### src/rtl/alert_pkg.sv
// Shared constants and types for the alert handler classifier.
package alert_pkg;

   // Default sizing of the classifier; the top derives its parameter defaults from these.
   localparam int unsigned NAlertsDef    = 4;
   localparam int unsigned NLocAlertsDef = 7;
   localparam int unsigned NClassesDef   = 4;
   localparam int unsigned ClassDwDef    = $clog2(NClassesDef);
   localparam int unsigned CntDwDef      = 16;

   // Class index and per-class hit counter at the default sizing.
   typedef logic [ClassDwDef-1:0] class_idx_t;
   typedef logic [CntDwDef-1:0]   class_cnt_t;

endpackage

### src/rtl/alert_handler_class_cnt.sv
// Per-class saturating hit counter with a synchronous clear.
module alert_handler_class_cnt
   import alert_pkg::*;
#(
   parameter int unsigned CntDw = CntDwDef
) (
   input  logic             clk_i,
   input  logic             rst_ni,
   input  logic             hit_i,
   input  logic             clr_i,
   output logic [CntDw-1:0] cnt_o,
   output logic             sat_o
);

   logic [CntDw-1:0] cnt_q, cnt_d;
   logic             sat;

   assign sat = (cnt_q == {CntDw{1'b1}});

   // Clear wins over the held count, but a hit in the clear cycle still counts once.
   always_comb begin
      cnt_d = cnt_q;
      if (clr_i) begin
         cnt_d = hit_i ? CntDw'(1) : '0;
      end else if (hit_i && !sat) begin
         cnt_d = cnt_q + CntDw'(1);
      end
   end

   // Counter state.
   always_ff @(posedge clk_i or negedge rst_ni) begin
      if (!rst_ni) begin
         cnt_q <= '0;
      end else begin
         cnt_q <= cnt_d;
      end
   end

   assign cnt_o = cnt_q;
   assign sat_o = sat;

endmodule

### src/rtl/alert_handler_classifier.sv
// Alert classifier: shadows and locks configuration, records sticky causes, maps alerts
// to classes and counts per-class hits.
module alert_handler_classifier
   import alert_pkg::*;
#(
   parameter int unsigned NAlerts    = NAlertsDef,
   parameter int unsigned NLocAlerts = NLocAlertsDef,
   parameter int unsigned NClasses   = NClassesDef,
   parameter int unsigned ClassDw    = $clog2(NClasses),
   parameter int unsigned CntDw      = CntDwDef
) (
   input  logic                        clk_i,
   input  logic                        rst_ni,
   input  logic [NAlerts-1:0]          alert_trig_i,
   input  logic [NLocAlerts-1:0]       loc_alert_trig_i,
   input  logic [NAlerts-1:0]          alert_en_i,
   input  logic [NLocAlerts-1:0]       loc_alert_en_i,
   input  logic [NAlerts*ClassDw-1:0]  alert_class_i,
   input  logic [NLocAlerts*ClassDw-1:0] loc_alert_class_i,
   input  logic [NClasses-1:0]         class_en_i,
   input  logic                        cfg_lock_i,
   input  logic [NAlerts-1:0]          cause_clr_i,
   input  logic [NLocAlerts-1:0]       loc_cause_clr_i,
   input  logic [NClasses-1:0]         class_cnt_clr_i,
   output logic                        cfg_locked_o,
   output logic [NAlerts-1:0]          alert_cause_o,
   output logic [NLocAlerts-1:0]       loc_alert_cause_o,
   output logic [NClasses-1:0]         class_trig_o,
   output logic [NClasses*CntDw-1:0]   class_cnt_o,
   output logic [NClasses-1:0]         class_cnt_sat_o
);

   logic                          locked_q;
   logic [NAlerts-1:0]            en_q;
   logic [NLocAlerts-1:0]         loc_en_q;
   logic [NAlerts*ClassDw-1:0]    class_q;
   logic [NLocAlerts*ClassDw-1:0] loc_class_q;
   logic [NClasses-1:0]           class_en_q;

   logic [NAlerts-1:0]            eff, cause_q, cause_d;
   logic [NLocAlerts-1:0]         loc_eff, loc_cause_q, loc_cause_d;
   logic [NClasses-1:0]           hit, trig_q;

   // Config shadow tracks the inputs until the lock is set, then freezes.
   always_ff @(posedge clk_i or negedge rst_ni) begin
      if (!rst_ni) begin
         locked_q    <= 1'b0;
         en_q        <= '0;
         loc_en_q    <= '0;
         class_q     <= '0;
         loc_class_q <= '0;
         class_en_q  <= '0;
      end else begin
         locked_q <= locked_q | cfg_lock_i;
         if (!locked_q) begin
            en_q        <= alert_en_i;
            loc_en_q    <= loc_alert_en_i;
            class_q     <= alert_class_i;
            loc_class_q <= loc_alert_class_i;
            class_en_q  <= class_en_i;
         end
      end
   end

   assign eff     = alert_trig_i & en_q;
   assign loc_eff = loc_alert_trig_i & loc_en_q;

   // A new cause beats a clear arriving in the same cycle.
   assign cause_d     = (cause_q & ~cause_clr_i) | eff;
   assign loc_cause_d = (loc_cause_q & ~loc_cause_clr_i) | loc_eff;

   // Class hit: any effective alert mapped to the class; out-of-range indices match nothing.
   always_comb begin
      hit = '0;
      for (int k = 0; k < NClasses; k++) begin
         for (int i = 0; i < NAlerts; i++) begin
            if (eff[i] && (class_q[i*ClassDw +: ClassDw] == ClassDw'(k))) begin
               hit[k] = 1'b1;
            end
         end
         for (int j = 0; j < NLocAlerts; j++) begin
            if (loc_eff[j] && (loc_class_q[j*ClassDw +: ClassDw] == ClassDw'(k))) begin
               hit[k] = 1'b1;
            end
         end
         hit[k] = hit[k] & class_en_q[k];
      end
   end

   // Sticky causes and the one-cycle-delayed class trigger.
   always_ff @(posedge clk_i or negedge rst_ni) begin
      if (!rst_ni) begin
         cause_q     <= '0;
         loc_cause_q <= '0;
         trig_q      <= '0;
      end else begin
         cause_q     <= cause_d;
         loc_cause_q <= loc_cause_d;
         trig_q      <= hit;
      end
   end

   for (genvar k = 0; k < NClasses; k++) begin : g_cnt
      alert_handler_class_cnt #(
         .CntDw (CntDw)
      ) u_cnt (
         .clk_i  (clk_i),
         .rst_ni (rst_ni),
         .hit_i  (hit[k]),
         .clr_i  (class_cnt_clr_i[k]),
         .cnt_o  (class_cnt_o[k*CntDw +: CntDw]),
         .sat_o  (class_cnt_sat_o[k])
      );
   end

   assign cfg_locked_o      = locked_q;
   assign alert_cause_o     = cause_q;
   assign loc_alert_cause_o = loc_cause_q;
   assign class_trig_o      = trig_q;

endmodule

### config.mk
export PLATFORM = sky130hd
export DESIGN_NAME = alert_handler_classifier
export DESIGN_NICKNAME = d
export VERILOG_FILES = /design/src/rtl/alert_pkg.sv /design/src/rtl/alert_handler_class_cnt.sv /design/src/rtl/alert_handler_classifier.sv
export SDC_FILE = /design/constraint.sdc
export NUM_CORES = 1
export LEC_CHECK = 0
export ABC_AREA = 1
export BUFFER_PORTS_ARGS = -buffer_cell sky130_fd_sc_hd__buf_2
export CAP_MARGIN = 40
export CORE_ASPECT_RATIO = 0.7
export CORE_MARGIN = 3
export CORE_UTILIZATION = 55
export CTS_CLUSTER_DIAMETER = 150
export DETAILED_ROUTE_END_ITERATION = 10
export GPL_TIMING_DRIVEN = 0
export PLACE_DENSITY = 0.86
export SETUP_SLACK_MARGIN = 0.05
export SLEW_MARGIN = 20
export SYNTH_ARGS = -nofsm -noshare
export SYNTH_HDL_FRONTEND = slang
export SYNTH_HIERARCHICAL = 1
export SYNTH_SLANG_ARGS = --single-unit
export TNS_END_PERCENT = 1
### constraint.sdc
create_clock -name clk_i -period 2.1 [get_ports clk_i]
set_input_delay 0 -clock clk_i [delete_from_list [all_inputs] [get_ports clk_i]]
set_output_delay 0 -clock clk_i [all_outputs]
set_load 0.1 [all_outputs]
==> impl_metrics.yaml <==
status:
  status: "finished, final reports clean"
critical_path:
  timing.rr.start: "loc_en_q[1]"
  worst_ep_arrival_time_ns: 1.95
  cp_top_family: "simple AND/OR/NAND/NOR gates"
  cp-start-kind: "register"
  reg2reg_depth: 10
  path_buf_inv: 2
  cp.required_ns: 2.10
  cp-end-kind: "output port"
  crit_cells: 6
  slowest_stage: "dfrtp_2"
  slowest_delay_ns: 0.41
  crit_start: "g_cnt[3].u_cnt/cnt_o[1]"
  path_class: "reg2out"
  crit_path_max_fanout: 6
  crit_chain: "ha_1, nand2_2, nor2_4, nand4_1, inv_1, clkbuf_4"
drt:
  viasPerCell: 5.58
  vias: 7145
  drc_errors: 0
  firstDrtPassIters: 5
  post_drt_wl_per_cell_microns: 16.4
  antenna_left: 0
  drt_iter0_markers: 583
  routed_wl_mm: 21.0
cts:
  cts_tree: "done"
  cts_buffer_depth: 2
  clock-root-buffer: "clkbuf_16"
  clock_latency_ns: 0.41
  htreeDepth: 4
  clock_sinks: 117
  path_clk_slew_ns: 0.06
  numCtsBuffers: 17
cells_and_area:
  mostFrequentLayoutCell: "nand2_1"
  final_cells: 1281
  final_nets: 1180
  final_cell_mix: "nand2_1 (264), buf_2 (145), nor2_1 (116), dfrtp_1 (84)"
  layout-drive-gt1-share_pct: 28.0
  final_area_sq_um: 9190
  syn_to_final_growth_pct: 35.7
floorplan:
  io_pins: 150
  initial_core_util_pct: 57.1
  dieWidth_microns: 139
  die_h_microns: 98.8
  die_area_sq_um: 13700
  core_area_sq_um: 11900
  row_count: 33
power_and_ir_drop:
  p_switching_mw: 2.77
  power.total_mw: 7.93
  p_int_mw: 5.16
  swShare_pct: 34.9
  pwr-share-seq_pct: 33.8
  p_per_area_nw_per_um2: 864
  p_clk_share_pct: 39.9
  p_comb_share_pct: 26.3
  ir_drop_mv: 0.766
  leakagePower_nw: 4.72
yosys:
  async_flop_share_pct: 100
  synthTopCellsByArea: "dfrtp_1 (43%), nand2_1 (15%), nor2_1 (6.6%)"
  ys.flop_type: "dfrtp_1"
  synth_top_area_share_pct: 43.3
  synth_cell_type_count: 29
  syn_area_sq_um: 6770
  postSynthAreaPerCell_sq_um: 7.80
  yosys_warnings: 6
  yosysSeqAreaShare_pct: 43.3
  synth_nets: 938
  synth_top_area_cell: "dfrtp_1"
  syn_inst: 868
  ys_ff_latch: 117
  synth_edf_count: 0
placed_design:
  port_buffers: 149
  hpwl_mm: 12.9
  gp_congestion: 0.932
  placed_cells: 1175
  place_area_sq_um: 7780
grt:
  grtUsageTotal_pct: 30.7
  globalRoute.totalOverflow: 0
  antenna_found_initial: 1
  grt_pass1_vias: 6924
  grt_first_pass_wirelength_mm: 34.1
  grt_max_degree: 70
min_path:
  min_path_type: "in2async"
timing:
  worst_slew_pin_slew_ns: 0.510
  max_freq_ghz: 0.512
  maxSlewViolCount: 0
  setup_viol: 0
  min_period_ns: 1.95
  rsz0062_at_grt: "no"
  skew_ns: 0.0132
  finalCritPeriodShare_pct: 93.0
  slew_headroom_pct: 66.0
  finalHoldViolations: 0
run:
  drv_cap: 0
-- cell usage after synthesis, drive strengths merged, types with 9 or more instances --
master and count:
nor2 139, buf 10, a21oi 35, nand4 49, dfrtp 117, nand2 281, mux2 22, xor2 12
or2 9, inv 81, nand3 72, o21ai 19
-- final timing paths --
| check | end | slack, ns |
|---|---|---|
| max | class_cnt_sat_o[3] | 0.15 |
| min reg2reg | class_en_q[0] | 0.51 |
| max reg2reg | g_cnt[3].u_cnt/cnt_o[0] | 0.16 |
| min in group clk_i | class_trig_o[2] | 0.19 |
| min | g_cnt[0].u_cnt/cnt_o[1] | 0.09 |
| max in group asynchronous | g_cnt[3].u_cnt/cnt_o[6] | 1.29 |
-- registers in the layout (all words and copies together) (netlist names) --
signal	cells
class_en_q	4
class_trig_o	4
g_cnt.u_cnt/cnt_o	64
en_q	4
alert_cause_o	4
cfg_locked_o	1
loc_class_q	14
loc_alert_cause_o	7
loc_en_q	7
class_q	8
-- worst register-to-register path: cells and delay by family (launching register included) --
| kind | cells | cell delay [ns] |
|---|---|---|
| AOI/OAI and AO/OA | 1 | 0.32 |
| buffers and inverters | 1 | 0.15 |
| DFF | 1 | 0.38 |
| and+or+nand+nor | 8 | 0.96 |
-- final cells by class --
type | instances | area [sq um]
Timing Repair Buffer | 223 | 1500
Fill cell | 798 | 2660
Multi-Input combinational cell | 656 | 3400
Tap cell | 157 | 196
Sequential cell | 117 | 2970
Buffer | 14 | 165
Antenna cell | 1 | 2.50
Clock buffer | 24 | 492
Clock inverter | 8 | 146
Inverter | 81 | 314
-- through the flow --
step / TNS [ns] / setup slack [ns] / hold slack, ns / util [%]
finish: 0 / 0.146 / 0.0914 / 77.5
global route: 0 / 0.0154 / 0.126 / 77.5
CTS: 0 / 0.0247 / 0.107 / 76.6
detailed placement: -0.805 / -0.0877 / -0.0344 / 65.7
global placement: -55.80 / -0.640 / 0.188 / 65.4
floorplan: 0 / 0.0439 / -0.296 / -
-- power groups by stage --
stage          registers (mW)  clock network [mW]  logic [mW]
2_1_floorplan            3.44                   0       0.621
3_3_place_gp             2.68                   0        1.78
3_5_place_dp             2.69                   0        1.83
4_1_cts                  2.65                3.16        1.96
5_1_grt                  2.71                3.30        2.20
6_report                 2.68                3.16        2.09
-- cells by family (layout without fill, tap and decap cells) --
group | after synthesis | after routing | synth area share (%)
AND/OR/NAND/NOR | 552 | 552 | 36.6
flip-flops | 117 | 117 | 43.3
buffers and inverters | 95 | 350 | 7.08
AO/OA/AOI/OAI | 62 | 62 | 5.55
multiplexers | 22 | 22 | 4.66
XOR/XNOR | 16 | 16 | 2.07
adder cells (fa/ha/maj) | 4 | 4 | 0.740
other | 0 | 1 | 0
-- metal layers --
layer  GRT usage, %  wire [microns]  share of wire, %
met4           12.5             640               3.1
met1           38.8            8460                40
met2           51.4           10100                48
met3           7.08            1810               8.6
met5              0               0                 0
-- timing repair --
| action | in CTS | in global routing |
|---|---|---|
| setup endpoints to repair | 25 | 52 |
| hold endpoints to repair | 186 | 0 |
| pin swaps | 0 | 5 |
| hold buffers | 65 | 0 |
| setup buffers | 0 | 8 |
| resized for setup | 2 | 18 |
(Power assumes the default switching activity.)
